File: src/rtl/winner_policy_param_pkg.sv
`default_nettype none
// +----------------------------------------------------------------------+
// | Package : winner_policy_param_pkg                                    |
// | Brief   : Shared constants and FSM encoding for the winner-policy    |
// |           engine and its stochastic helpers.                         |
// | Rev     : 1.0  initial parametrised release                          |
// +----------------------------------------------------------------------+
package winner_policy_param_pkg;

  localparam int          WP_WORD_WIDTH    = 16;
  localparam int          WP_NUM_NEIGHBORS = 64;
  localparam int          WP_IDX_W         = 6;
  localparam logic [15:0] WP_QV_BASE       = 16'h01C8;
  localparam logic [15:0] WP_NID_BASE      = 16'h0048;
  localparam int          WP_ADDR_STRIDE   = 2;
  localparam logic [15:0] WP_LFSR_SEED     = 16'hACE1;
  // Galois feedback mask for taps 16,14,13,11 (right-shifting form)
  localparam logic [15:0] WP_LFSR_TAPS     = 16'hB400;
  localparam int          WP_EPS_MIN       = 0;

  typedef enum logic [2:0] {
    ST_IDLE   = 3'd0,
    ST_SCAN   = 3'd1,
    ST_DECIDE = 3'd2,
    ST_REDUCE = 3'd3,
    ST_FETCH  = 3'd4,
    ST_WAIT   = 3'd5,
    ST_DONE   = 3'd6
  } wp_state_e;

endpackage
`default_nettype wire

File: src/rtl/wp_lfsr.sv
`default_nettype none
// +----------------------------------------------------------------------+
// | Module  : wp_lfsr                                                    |
// | Brief   : Seeded 16-bit Galois LFSR with advance enable.             |
// | Rev     : 1.0  initial parametrised release                          |
// +----------------------------------------------------------------------+
module wp_lfsr
  import winner_policy_param_pkg::*;
#(
  parameter logic [15:0] SEED = WP_LFSR_SEED,
  parameter logic [15:0] TAPS = WP_LFSR_TAPS
) (
  input  logic        clock,
  input  logic        nreset,
  input  logic        i_en,
  output logic [15:0] o_value
);

  logic [15:0] r_value;

  // Shift right; when the bit falling out is 1, fold the tap mask back in
  always_ff @(posedge clock) begin
    if (!nreset) begin
      r_value <= SEED;
    end else if (i_en) begin
      r_value <= {1'b0, r_value[15:1]} ^ (r_value[0] ? TAPS : 16'h0000);
    end
  end

  assign o_value = r_value;

endmodule
`default_nettype wire

File: src/rtl/winner_policy_param.sv
`default_nettype none
// +----------------------------------------------------------------------+
// | Module  : winner_policy_param                                        |
// | Brief   : Scans neighbour Q-values in shared memory, makes an        |
// |           epsilon-greedy choice and fetches the next-hop ID.         |
// | Rev     : 1.0  initial parametrised release                          |
// +----------------------------------------------------------------------+
module winner_policy_param
  import winner_policy_param_pkg::*;
#(
  parameter int                    WORD_WIDTH    = WP_WORD_WIDTH,
  parameter int                    NUM_NEIGHBORS = WP_NUM_NEIGHBORS,
  parameter int                    IDX_W         = WP_IDX_W,
  parameter logic [WORD_WIDTH-1:0] QV_BASE       = WORD_WIDTH'(WP_QV_BASE),
  parameter logic [WORD_WIDTH-1:0] NID_BASE      = WORD_WIDTH'(WP_NID_BASE),
  parameter int                    ADDR_STRIDE   = WP_ADDR_STRIDE,
  parameter logic [15:0]           LFSR_SEED     = WP_LFSR_SEED,
  parameter int                    EPS_MIN       = WP_EPS_MIN
) (
  input  logic                  clock,
  input  logic                  nreset,
  input  logic                  start,
  input  logic                  am_sink,
  input  logic [IDX_W:0]        num_nbr,
  input  logic [WORD_WIDTH-1:0] my_best,
  input  logic [WORD_WIDTH-1:0] my_node_id,
  input  logic [WORD_WIDTH-1:0] eps_init,
  input  logic                  eps_load,
  input  logic [WORD_WIDTH-1:0] eps_step,
  output logic [WORD_WIDTH-1:0] address,
  input  logic [WORD_WIDTH-1:0] mem_data_out,
  output logic [WORD_WIDTH-1:0] nexthop,
  output logic [WORD_WIDTH-1:0] best_qvalue,
  output logic                  explored,
  output logic                  no_route,
  output logic                  busy,
  output logic                  done,
  output logic [WORD_WIDTH-1:0] eps_cur,
  output logic [WORD_WIDTH-1:0] rng_out
);

  localparam logic [IDX_W:0]        c_max_nbr = (IDX_W+1)'(NUM_NEIGHBORS);
  localparam logic [IDX_W:0]        c_one     = (IDX_W+1)'(1);
  localparam logic [WORD_WIDTH-1:0] c_stride  = WORD_WIDTH'(ADDR_STRIDE);
  localparam logic [WORD_WIDTH-1:0] c_eps_min = WORD_WIDTH'(EPS_MIN);

  wp_state_e             r_state, w_state_nxt;
  logic [IDX_W:0]        r_idx, r_num, r_cand;
  logic [IDX_W-1:0]      r_best_idx;
  logic [WORD_WIDTH-1:0] r_my_best, r_my_id, r_best_q, r_address, r_nexthop, r_eps;
  logic                  r_explored, r_no_route, r_done;

  logic [15:0]           w_lfsr;
  logic [IDX_W:0]        w_num_in, w_idx_inc, w_prev_idx;
  logic [WORD_WIDTH-1:0] w_qv_addr_nxt, w_nid_addr_cand, w_nid_addr_best;
  logic [WORD_WIDTH-1:0] w_eps_diff, w_eps_dec;
  logic                  w_direct, w_best_le, w_explore, w_cand_ge, w_busy;

  wp_lfsr #(
    .SEED (LFSR_SEED),
    .TAPS (WP_LFSR_TAPS)
  ) u_lfsr (
    .clock   (clock),
    .nreset  (nreset),
    .i_en    (1'b1),
    .o_value (w_lfsr)
  );

  // Requests above the table capacity are clamped to the table size
  assign w_num_in   = (num_nbr > c_max_nbr) ? c_max_nbr : num_nbr;
  assign w_direct   = am_sink || (w_num_in == '0);
  assign w_idx_inc  = r_idx + c_one;
  assign w_prev_idx = r_idx - c_one;

  // Address arithmetic wraps naturally at WORD_WIDTH bits
  assign w_qv_addr_nxt   = QV_BASE + c_stride * WORD_WIDTH'(w_idx_inc);
  assign w_nid_addr_cand = NID_BASE + c_stride * WORD_WIDTH'(r_cand);
  assign w_nid_addr_best = NID_BASE + c_stride * WORD_WIDTH'(r_best_idx);

  assign w_best_le = (r_best_q <= r_my_best);
  assign w_explore = (WORD_WIDTH'(w_lfsr[7:0]) < r_eps);
  assign w_cand_ge = (r_cand >= r_num);

  // Decay saturates at the floor instead of wrapping below zero
  assign w_eps_diff = r_eps - eps_step;
  assign w_eps_dec  = ((r_eps >= eps_step) && (w_eps_diff > c_eps_min)) ? w_eps_diff : c_eps_min;

  // State register
  always_ff @(posedge clock) begin
    if (!nreset) r_state <= ST_IDLE;
    else         r_state <= w_state_nxt;
  end

  // Next-state decode and busy flag
  always_comb begin
    w_state_nxt = r_state;
    w_busy      = 1'b1;
    case (r_state)
      ST_IDLE: begin
        w_busy = 1'b0;
        if (start) w_state_nxt = w_direct ? ST_DONE : ST_SCAN;
      end
      ST_SCAN:   if (r_idx == r_num) w_state_nxt = ST_DECIDE;
      ST_DECIDE: begin
        if (w_best_le)      w_state_nxt = ST_DONE;
        else if (w_explore) w_state_nxt = ST_REDUCE;
        else                w_state_nxt = ST_FETCH;
      end
      ST_REDUCE: if (!w_cand_ge) w_state_nxt = ST_FETCH;
      ST_FETCH:  w_state_nxt = ST_WAIT;
      ST_WAIT:   w_state_nxt = ST_DONE;
      ST_DONE: begin
        w_busy      = 1'b0;
        w_state_nxt = ST_IDLE;
      end
      default:   w_state_nxt = ST_IDLE;
    endcase
  end

  // Datapath: latch request, pipelined max scan, decision, ID fetch
  always_ff @(posedge clock) begin
    if (!nreset) begin
      r_idx      <= '0;
      r_num      <= '0;
      r_cand     <= '0;
      r_best_idx <= '0;
      r_my_best  <= '0;
      r_my_id    <= '0;
      r_best_q   <= '0;
      r_address  <= '0;
      r_nexthop  <= '0;
      r_eps      <= eps_init;
      r_explored <= 1'b0;
      r_no_route <= 1'b0;
      r_done     <= 1'b0;
    end else begin
      r_done <= (r_state == ST_DONE);
      case (r_state)
        ST_IDLE: begin
          if (eps_load) r_eps <= eps_init;
          if (start) begin
            r_num      <= w_num_in;
            r_my_best  <= my_best;
            r_my_id    <= my_node_id;
            r_explored <= 1'b0;
            r_no_route <= 1'b0;
            r_best_q   <= '0;
            r_best_idx <= '0;
            r_idx      <= '0;
            if (w_direct) begin
              r_nexthop  <= my_node_id;
              r_no_route <= 1'b1;
            end else begin
              r_address <= QV_BASE;
            end
          end
        end
        ST_SCAN: begin
          // Memory returns entry idx-1 while idx is being addressed
          if ((r_idx != '0) && (mem_data_out > r_best_q)) begin
            r_best_q   <= mem_data_out;
            r_best_idx <= w_prev_idx[IDX_W-1:0];
          end
          if (w_idx_inc < r_num) r_address <= w_qv_addr_nxt;
          r_idx <= w_idx_inc;
        end
        ST_DECIDE: begin
          r_eps <= w_eps_dec;
          if (w_best_le) begin
            r_nexthop  <= r_my_id;
            r_no_route <= 1'b1;
          end else if (w_explore) begin
            r_explored <= 1'b1;
            r_cand     <= {1'b0, w_lfsr[IDX_W-1:0]};
          end else begin
            r_cand    <= {1'b0, r_best_idx};
            r_address <= w_nid_addr_best;
          end
        end
        ST_REDUCE: begin
          // Modulo by repeated subtraction; address is set up on the last pass
          if (w_cand_ge) r_cand    <= r_cand - r_num;
          else           r_address <= w_nid_addr_cand;
        end
        ST_WAIT:   r_nexthop <= mem_data_out;
        default:   ;
      endcase
    end
  end

  assign address     = r_address;
  assign nexthop     = r_nexthop;
  assign best_qvalue = r_best_q;
  assign explored    = r_explored;
  assign no_route    = r_no_route;
  assign busy        = w_busy;
  assign done        = r_done;
  assign eps_cur     = r_eps;
  assign rng_out     = WORD_WIDTH'(w_lfsr);

endmodule
`default_nettype wire

File: config.mk
export PLATFORM = sky130hd
export DESIGN_NAME = winner_policy_param
export DESIGN_NICKNAME = d
export VERILOG_FILES = /design/src/rtl/winner_policy_param_pkg.sv /design/src/rtl/wp_lfsr.sv /design/src/rtl/winner_policy_param.sv
export SDC_FILE = /design/constraint.sdc
export NUM_CORES = 1
export LEC_CHECK = 0
export CAP_MARGIN = 10
export CORE_AREA = 5 5 134 136
export CTS_CLUSTER_SIZE = 20
export DETAILED_ROUTE_END_ITERATION = 8
export DIE_AREA = 0 0 139 141
export GPL_TIMING_DRIVEN = 0
export PLACE_DENSITY_LB_ADDON = 0.08
export SLEW_MARGIN = 5
export SYNTH_ARGS = -nofsm -noshare
export SYNTH_HDL_FRONTEND = slang
export SYNTH_SLANG_ARGS = --single-unit
File: constraint.sdc
create_clock -name clock -period 3.9 [get_ports clock]
set_clock_uncertainty 0.15 [all_clocks]
set_input_delay 0.39 -clock clock [delete_from_list [all_inputs] [get_ports clock]]
set_output_delay 0.39 -clock clock [all_outputs]
set_load 0.05 [all_outputs]
Yosys cells after proc, flatten, opt, wreduce, memory -nomap -nowiden. Index checks and enable logic that the tools add are counted. Widths: inputs -> output; s select.

Bits in registers: 145. Latch bits: 0. Bits in writable memories: 0. Bits in read-only memories: 0. Input bits: 92. Output and inout bits: 84. Logic and storage cells: 119. Memories kept: 0.

Add/subtract/negate cells: 7. Multiply operators: 0. Div/mod/pow operators: 0. $lt $le $gt $ge: 8. Equality and inequality tests: 21. Shifts and indexed selects: 0. Muxes and demuxes: 45. Bitwise logic cells: 1. Reduce and logical (&&, ||, !) cells: 22.

Operators by type and width (number): $mux 16 (15); $pmux 16 s2 (2); $pmux 16 s4 (1); $pmux 16 s3 (1); $mux 7 (4); $pmux 7 s2 (2); $ne 2x2->1 const B (12); $mux 3 (6); $mux 6 (3); $pmux 3 s6 (1); $ge 16x16->1 (1); $gt 16x1->1 const B (1); $gt 16x16->1 (1); $le 16x16->1 (1); $lt 8x16->1 (1); $sub 16x16->16 (1); $xor 15x16->16 (1); $pmux 6 s2 (1); $reduce_and 3->1 (4); $add 9x8->10 const A (1); $add 7x8->9 const A (1); $eq 3x3->1 const B (3); $add 7x7->8 const A (1); $reduce_and 4->1 (2); 24 further kinds (37).

Longest topological paths before layout.
Word-level depth: 7. Depth in mapped cells: 11. Depth with buffers taken out: 11.

By module. Synthesis repeated with hierarchy kept, for this count alone.

Cell total of the unflattened synthesis: 1063. Area, all modules: 8889.8 sq um.

Modules (own cells, without submodules): winner_policy_param (times used 1, cells an instance 1007, area an instance 8257.9 sq um, seq. area each 2602.5 sq um); wp_lfsr (times used 1, cells an instance 56, area an instance 631.9 sq um, seq. area each 320.3 sq um).

Worst setup path after synthesis. Ideal clock, no wire load.

Path type: flip-flop to flip-flop. Start point: register r_eps[0], in the netlist eps_cur[0]. End point: register r_eps[13], in the netlist eps_cur[13], data pin. Library setup time: 0.169 ns. Arrival: 2.593 ns. Required time: 3.581 ns. Path slack: 0.988 ns. Stages on the path, launching flop included: 12. Path buffers: 0. Clock period less this slack: 2.912 ns. Cell sequence: edfxtp_1 -> inv_1 -> ha_1 -> fa_1 -> nor2b_1 -> o31ai_1 -> a21oi_1 -> a31oi_1 -> o21bai_1 -> a21oi_1 -> or2_1 -> o31ai_1.

Cells in the longest elaborated chain, start to end: 6. Elaborated cells on any way between the ends: 7. Those cells by class: 1 x add/sub; 2 x order compare; 3 x mux; 1 x reduce/logical.

RTL lines: from (decl) (RTL line winner_policy_param.sv:50) `logic [WORD_WIDTH-1:0] r_my_best, r_my_id, r_best_q, r_address, r_nexthop, r_eps;`; from (signal assigned) (RTL line winner_policy_param.sv:132) `r_eps <= eps_init;`; from (signal assigned) (RTL line winner_policy_param.sv:140) `if (eps_load) r_eps <= eps_init;`; from (signal assigned) (RTL line winner_policy_param.sv:168) `r_eps <= w_eps_dec;`; $sub 16x16->16 (RTL line winner_policy_param.sv:85) `assign w_eps_diff = r_eps - eps_step;`; $gt 16x1->1 (RTL line winner_policy_param.sv:86) `assign w_eps_dec = ((r_eps >= eps_step) && (w_eps_diff > c_eps_min)) ? w_eps_diff : c_eps_min;`; $logic_and 1x1->1 (RTL line winner_policy_param.sv:86); $mux 16 * (RTL line winner_policy_param.sv:86); $pmux 16 s2 * (RTL line winner_policy_param.sv:138) `case (r_state)`; $mux 16 * (RTL line winner_policy_param.sv:122) `if (!nreset) begin`.

Every way passes the cells marked *; elsewhere a longest branch is shown, timed or not. A chain may end at the register's enable or synchronous reset.

Worst setup path in the final report.
Start point: register r_idx[0]. End point: register r_address[4], in the netlist address[4].

Cells in the longest elaborated chain, start to end: 4. Elaborated cells on any way between the ends: 7. Those cells by class: 2 x add/sub; 1 x order compare; 1 x eq/ne; 2 x mux; 1 x reduce/logical.

RTL lines: from (decl) (RTL line winner_policy_param.sv:48) `logic [IDX_W:0] r_idx, r_num, r_cand;`; from (signal assigned) (RTL line winner_policy_param.sv:165) `r_idx <= w_idx_inc;`; $add 7x1->7 * (RTL line winner_policy_param.sv:72) `assign w_idx_inc = r_idx + c_one;`; $add 9x8->10 or $lt 7x7->1 (tied branches) (RTL line winner_policy_param.sv:76, winner_policy_param.sv:164); $mux 16 or $ne 2x2->1 (tied branches); $pmux 16 s4 or $reduce_and 7->1 (tied branches); to (signal assigned) (RTL line winner_policy_param.sv:164) `if (w_idx_inc < r_num) r_address <= w_qv_addr_nxt;`; to (signal assigned) (RTL line winner_policy_param.sv:177) `r_address <= w_nid_addr_best;`; to (signal assigned) (RTL line winner_policy_param.sv:183) `else r_address <= w_nid_addr_cand;`; to (decl) (RTL line winner_policy_param.sv:50).

Every way passes the cells marked *; elsewhere a longest branch is shown, timed or not. The select of a mux whose other input is x is not followed.

==> impl_metrics.env <==
export IMPL_final_core_utilization_pct=65.93
export IMPL_netlist_cell_types=72
export IMPL_overflow_left_after_global_routing=0
export IMPL_syn_area_um2=8509
export IMPL_worst_hold_path_ep="u_lfsr.o_value[11]"
export IMPL_ctsResizeCount=0
export IMPL_r2r_worst_path_cells=10
export IMPL_detail_route_antenna_nets=0
export IMPL_setup_viol=0
export IMPL_floorplan_initialDensity_pct=50.60
export IMPL_dr_wl_cell_um=17.22
export IMPL_tritoncts_num_buffers=17
export IMPL_synth_sequential_area_ratio_pct=34.35
export IMPL_crit_reg2reg_launch="r_idx[0]"
export IMPL_globalplace_congestion=0.9280
export IMPL_post_route_period_util_pct=84.69
export IMPL_setup_crit_end_kind="flop"
export IMPL_hold_path_startpoint="u_lfsr.o_value[12]"
export IMPL_detail_route_wirelength_mm=24.90
export IMPL_cts_root_buf="sky130_fd_sc_hd__clkbuf_16"
export IMPL_synthDominantAreaCellType="sky130_fd_sc_hd__dfxtp_1"
export IMPL_report_final_hold_viol_count=0
export IMPL_setup_tns_ns=0
export IMPL_ys_warn_count=0
export IMPL_num_nets_final=1377
export IMPL_clk_path_buf_depth=2
export IMPL_synth_area_leaders="sky130_fd_sc_hd__dfxtp_1 (29%), sky130_fd_sc_hd__ha_1 (11%), sky130_fd_sc_hd__nand2_1 (6.6%), sky130_fd_sc_hd__edfxtp_1 (5.6%), sky130_fd_sc_hd__a21oi_1 (4.9%)"
export IMPL_timing_rr_end="address[4]"
export IMPL_power_leakage_nw=4.588
export IMPL_die_area_um2=19600
export IMPL_post_route_cells_drive_above_1_share_pct=8.026
export IMPL_cts_hold_buffers_added=0
export IMPL_critical_path_arrival_ns=3.47
export IMPL_dominantRegCellSynth="sky130_fd_sc_hd__dfxtp_1"
export IMPL_yosys_area_top_type_share_pct=28.70
export IMPL_first_global_vias=7865
export IMPL_internal_reg_to_reg_setup_slack_ns=0.60
export IMPL_floorplan_die_width_um=139
export IMPL_layout_setup_ws_ns=0.5973
export IMPL_critical_path_slowest_cell="sky130_fd_sc_hd__a311oi_2"
export IMPL_n_antenna_cell=0
export IMPL_die_height_um=141
export IMPL_cp_slowest_stage_delay_ns=0.55
export IMPL_worstPathMaxFanout=7
export IMPL_min_delay_path_class="reg -> reg"
export IMPL_filler_cell_count=1488
export IMPL_flow_area_growth_from_synthesis_pct=30.29
export IMPL_min_period_ns=3.303
export IMPL_detailedRoute_firstIterationViolations=571
export IMPL_drt_via_density=5.468
export IMPL_timing_critical_path_required_ns=4.07
export IMPL_tritoncts="done"
export IMPL_final_max_tran_viols=0
export IMPL_dr_pass1_iters=5
export IMPL_synth_async_sr_flop_share_pct=0
export IMPL_timing_worst_setup_path_type="reg -> reg"
export IMPL_cellPowerDensity_nw_per_um2=673.2
export IMPL_grt_start_max_net_pins=17
export IMPL_core_area_um2=16820
export IMPL_cts_htree_levels=4
export IMPL_cpMostUsedCell="sky130_fd_sc_hd__ha_1"
export IMPL_critical_path_startpoint_type="flop"
export IMPL_worstMarginPinSlew_ns=0.8557
export IMPL_grt_first_pass_wirelength_mm=39.97
export IMPL_dp_hpwl_mm=19.30
export IMPL_place_ws_ns=0.3914
export IMPL_worst_hold_slack_ns=0.2940
export IMPL_whs_path_depth=1
export IMPL_buffer_ports_inserted=168
export IMPL_critical_path_cell_chain="ha_1 -> nand3_1 -> xnor2_1 -> ha_1 -> a21oi_1 -> o21ai_0 -> a21o_1 -> a311oi_2 -> nand2_2 -> a31o_2"
export IMPL_unrepaired_setup_endpoints_after_global_routing="false"
export IMPL_antenna_found_initial=0
export IMPL_max_freq_mhz=302.8
export IMPL_synth_edff_count=16
export IMPL_placement_rows=48
export IMPL_global_route_usage_total_pct=25.29
export IMPL_synthCells=1015
export IMPL_post_cts_setup_buffer_count=0
export IMPL_outcome="finished clean"
export IMPL_cts_num_sinks=138
export IMPL_maxCapViolations=0
export IMPL_max_vdd_ir_drop_v=0.0004536
export IMPL_slew_headroom_pct=42.81
export IMPL_detailroute_via_count=7907
export IMPL_synth_avg_cell_area_um2=8.384
export IMPL_worst_setup_hold_path_clk_slew_ns=0.06
export IMPL_drcViolationCount=0
export IMPL_clock_latency_ns=0.43
export IMPL_finalNonFillerCells=1446
export IMPL_i_o_pins=176
export IMPL_place_inst=1414
export IMPL_ys_ff_latch=138
placed cells by master (no fill, tap or decap), drive strengths merged, types with 12 or more instances in the layout:
cell type and instances:
nor2b 12, clkbuf 53, mux2i 30, nand2b 16, dfxtp 122, nand2 151, inv 76, xnor2 17
a22oi 26, edfxtp 16, a21oi 83, o21ai 30, a21o 20, nand3 21, buf 27, xor2 24
a311oi 17, ha 75, nor2 81, clkdlybuf4s50 168, o31ai 16, nand4 12
critical path: cells and delay by family, from the launching register on:
family / cells / cell delay (ns)
flip-flops: 1 / 0.48
XOR/XNOR: 1 / 0.40
AND/OR/NAND/NOR: 2 / 0.24
adder cells (fa/ha/maj): 2 / 0.63
AO/OA/AOI/OAI: 5 / 1.28
report_power, final:
group          switching (mW)  internal, mW
Clock                   0.688         0.956
Combinational            2.44          1.39
Sequential              0.219          1.77
Total                    3.35          4.12
sequential cells by signal, indices dropped and copies added (netlist names), 3 cells and up:
signal          flops
address             9
best_qvalue        16
eps_cur            16
nexthop            16
r_best_idx          6
r_cand              7
r_idx               7
r_my_best          16
r_my_id            16
r_num               7
r_state             3
u_lfsr.o_value     16
cell usage after synthesis, types with 5 or more instances:
cell type,instances
sky130_fd_sc_hd__mux2i_1,30
sky130_fd_sc_hd__nor4_1,7
sky130_fd_sc_hd__nand2_1,150
sky130_fd_sc_hd__buf_2,11
sky130_fd_sc_hd__o2bb2ai_1,6
sky130_fd_sc_hd__ha_1,75
sky130_fd_sc_hd__and2_1,9
sky130_fd_sc_hd__o31ai_1,15
sky130_fd_sc_hd__nand3_1,21
sky130_fd_sc_hd__nand3b_1,6
sky130_fd_sc_hd__nor2_1,75
sky130_fd_sc_hd__o21ai_0,28
sky130_fd_sc_hd__edfxtp_1,16
sky130_fd_sc_hd__clkbuf_1,34
sky130_fd_sc_hd__xor2_1,24
sky130_fd_sc_hd__nand4_1,12
sky130_fd_sc_hd__xnor2_1,17
sky130_fd_sc_hd__a311oi_2,15
sky130_fd_sc_hd__nor2b_1,12
sky130_fd_sc_hd__o21a_1,6
sky130_fd_sc_hd__a211oi_1,9
sky130_fd_sc_hd__a22oi_1,26
sky130_fd_sc_hd__inv_1,70
sky130_fd_sc_hd__nand2b_1,16
sky130_fd_sc_hd__or2_2,7
sky130_fd_sc_hd__nor2_2,6
sky130_fd_sc_hd__and4_1,5
sky130_fd_sc_hd__a21o_1,20
sky130_fd_sc_hd__dfxtp_1,122
sky130_fd_sc_hd__a21oi_1,83
sky130_fd_sc_hd__and3_1,6
sky130_fd_sc_hd__nor3_1,10
sky130_fd_sc_hd__buf_4,11
worst max-delay path by stage:
stage | cells after the start | startpoint | end | slack, ns
5_1_grt | 10 | r_idx[0] | address[2] | 0.40
2_1_floorplan | 11 | eps_cur[0] | eps_cur[13] | 0.99
3_3_place_gp | 11 | eps_step[2] | eps_cur[12] | 0.39
6_report | 10 | r_idx[0] | address[4] | 0.60
4_1_cts | 10 | r_idx[0] | address[4] | 0.59
3_5_place_dp | 11 | eps_step[2] | eps_cur[8] | 0.39
metrics by stage:
step	instance area, um2	total power, mW
2_1_floorplan	8532	4.703
3_3_place_gp	10500	5.772
3_5_place_dp	10500	5.817
4_1_cts	11090	7.472
5_1_grt	11090	7.913
6_report	11090	7.464
metal layers:
metal,global-route usage [%],wire (um),part of all wire [%]
met4,10.76,854,3.4
met3,4.885,1291,5.2
met5,0,0,0
met2,43.01,12060,48
met1,31.43,10700,43
layout make-up:
type / instances / area [um2] / share of cell area [%]
well taps: 225 / 281.5 / 2.539
flip-flops and latches: 138 / 2923 / 26.36
multi-input cells: 750 / 5031 / 45.38
repair buffers: 168 / 1682 / 15.17
clock inverters: 14 / 162.7 / 1.467
plain buffers: 62 / 311.5 / 2.810
inverters: 71 / 266.5 / 2.404
clock buffers: 18 / 429.2 / 3.871
kinds of logic after synthesis:
kind of cell | Yosys count | share of synthesized area [%]
flip-flops | 138 | 34.35
adder cells (fa/ha/maj) | 77 | 11.50
buffers and inverters | 133 | 6.793
other | 1 | 0.04407
AO/OA/AOI/OAI | 242 | 20.25
AND/OR/NAND/NOR | 351 | 19.06
multiplexers | 32 | 3.794
XOR/XNOR | 41 | 4.220
(Power assumes the default switching activity.)
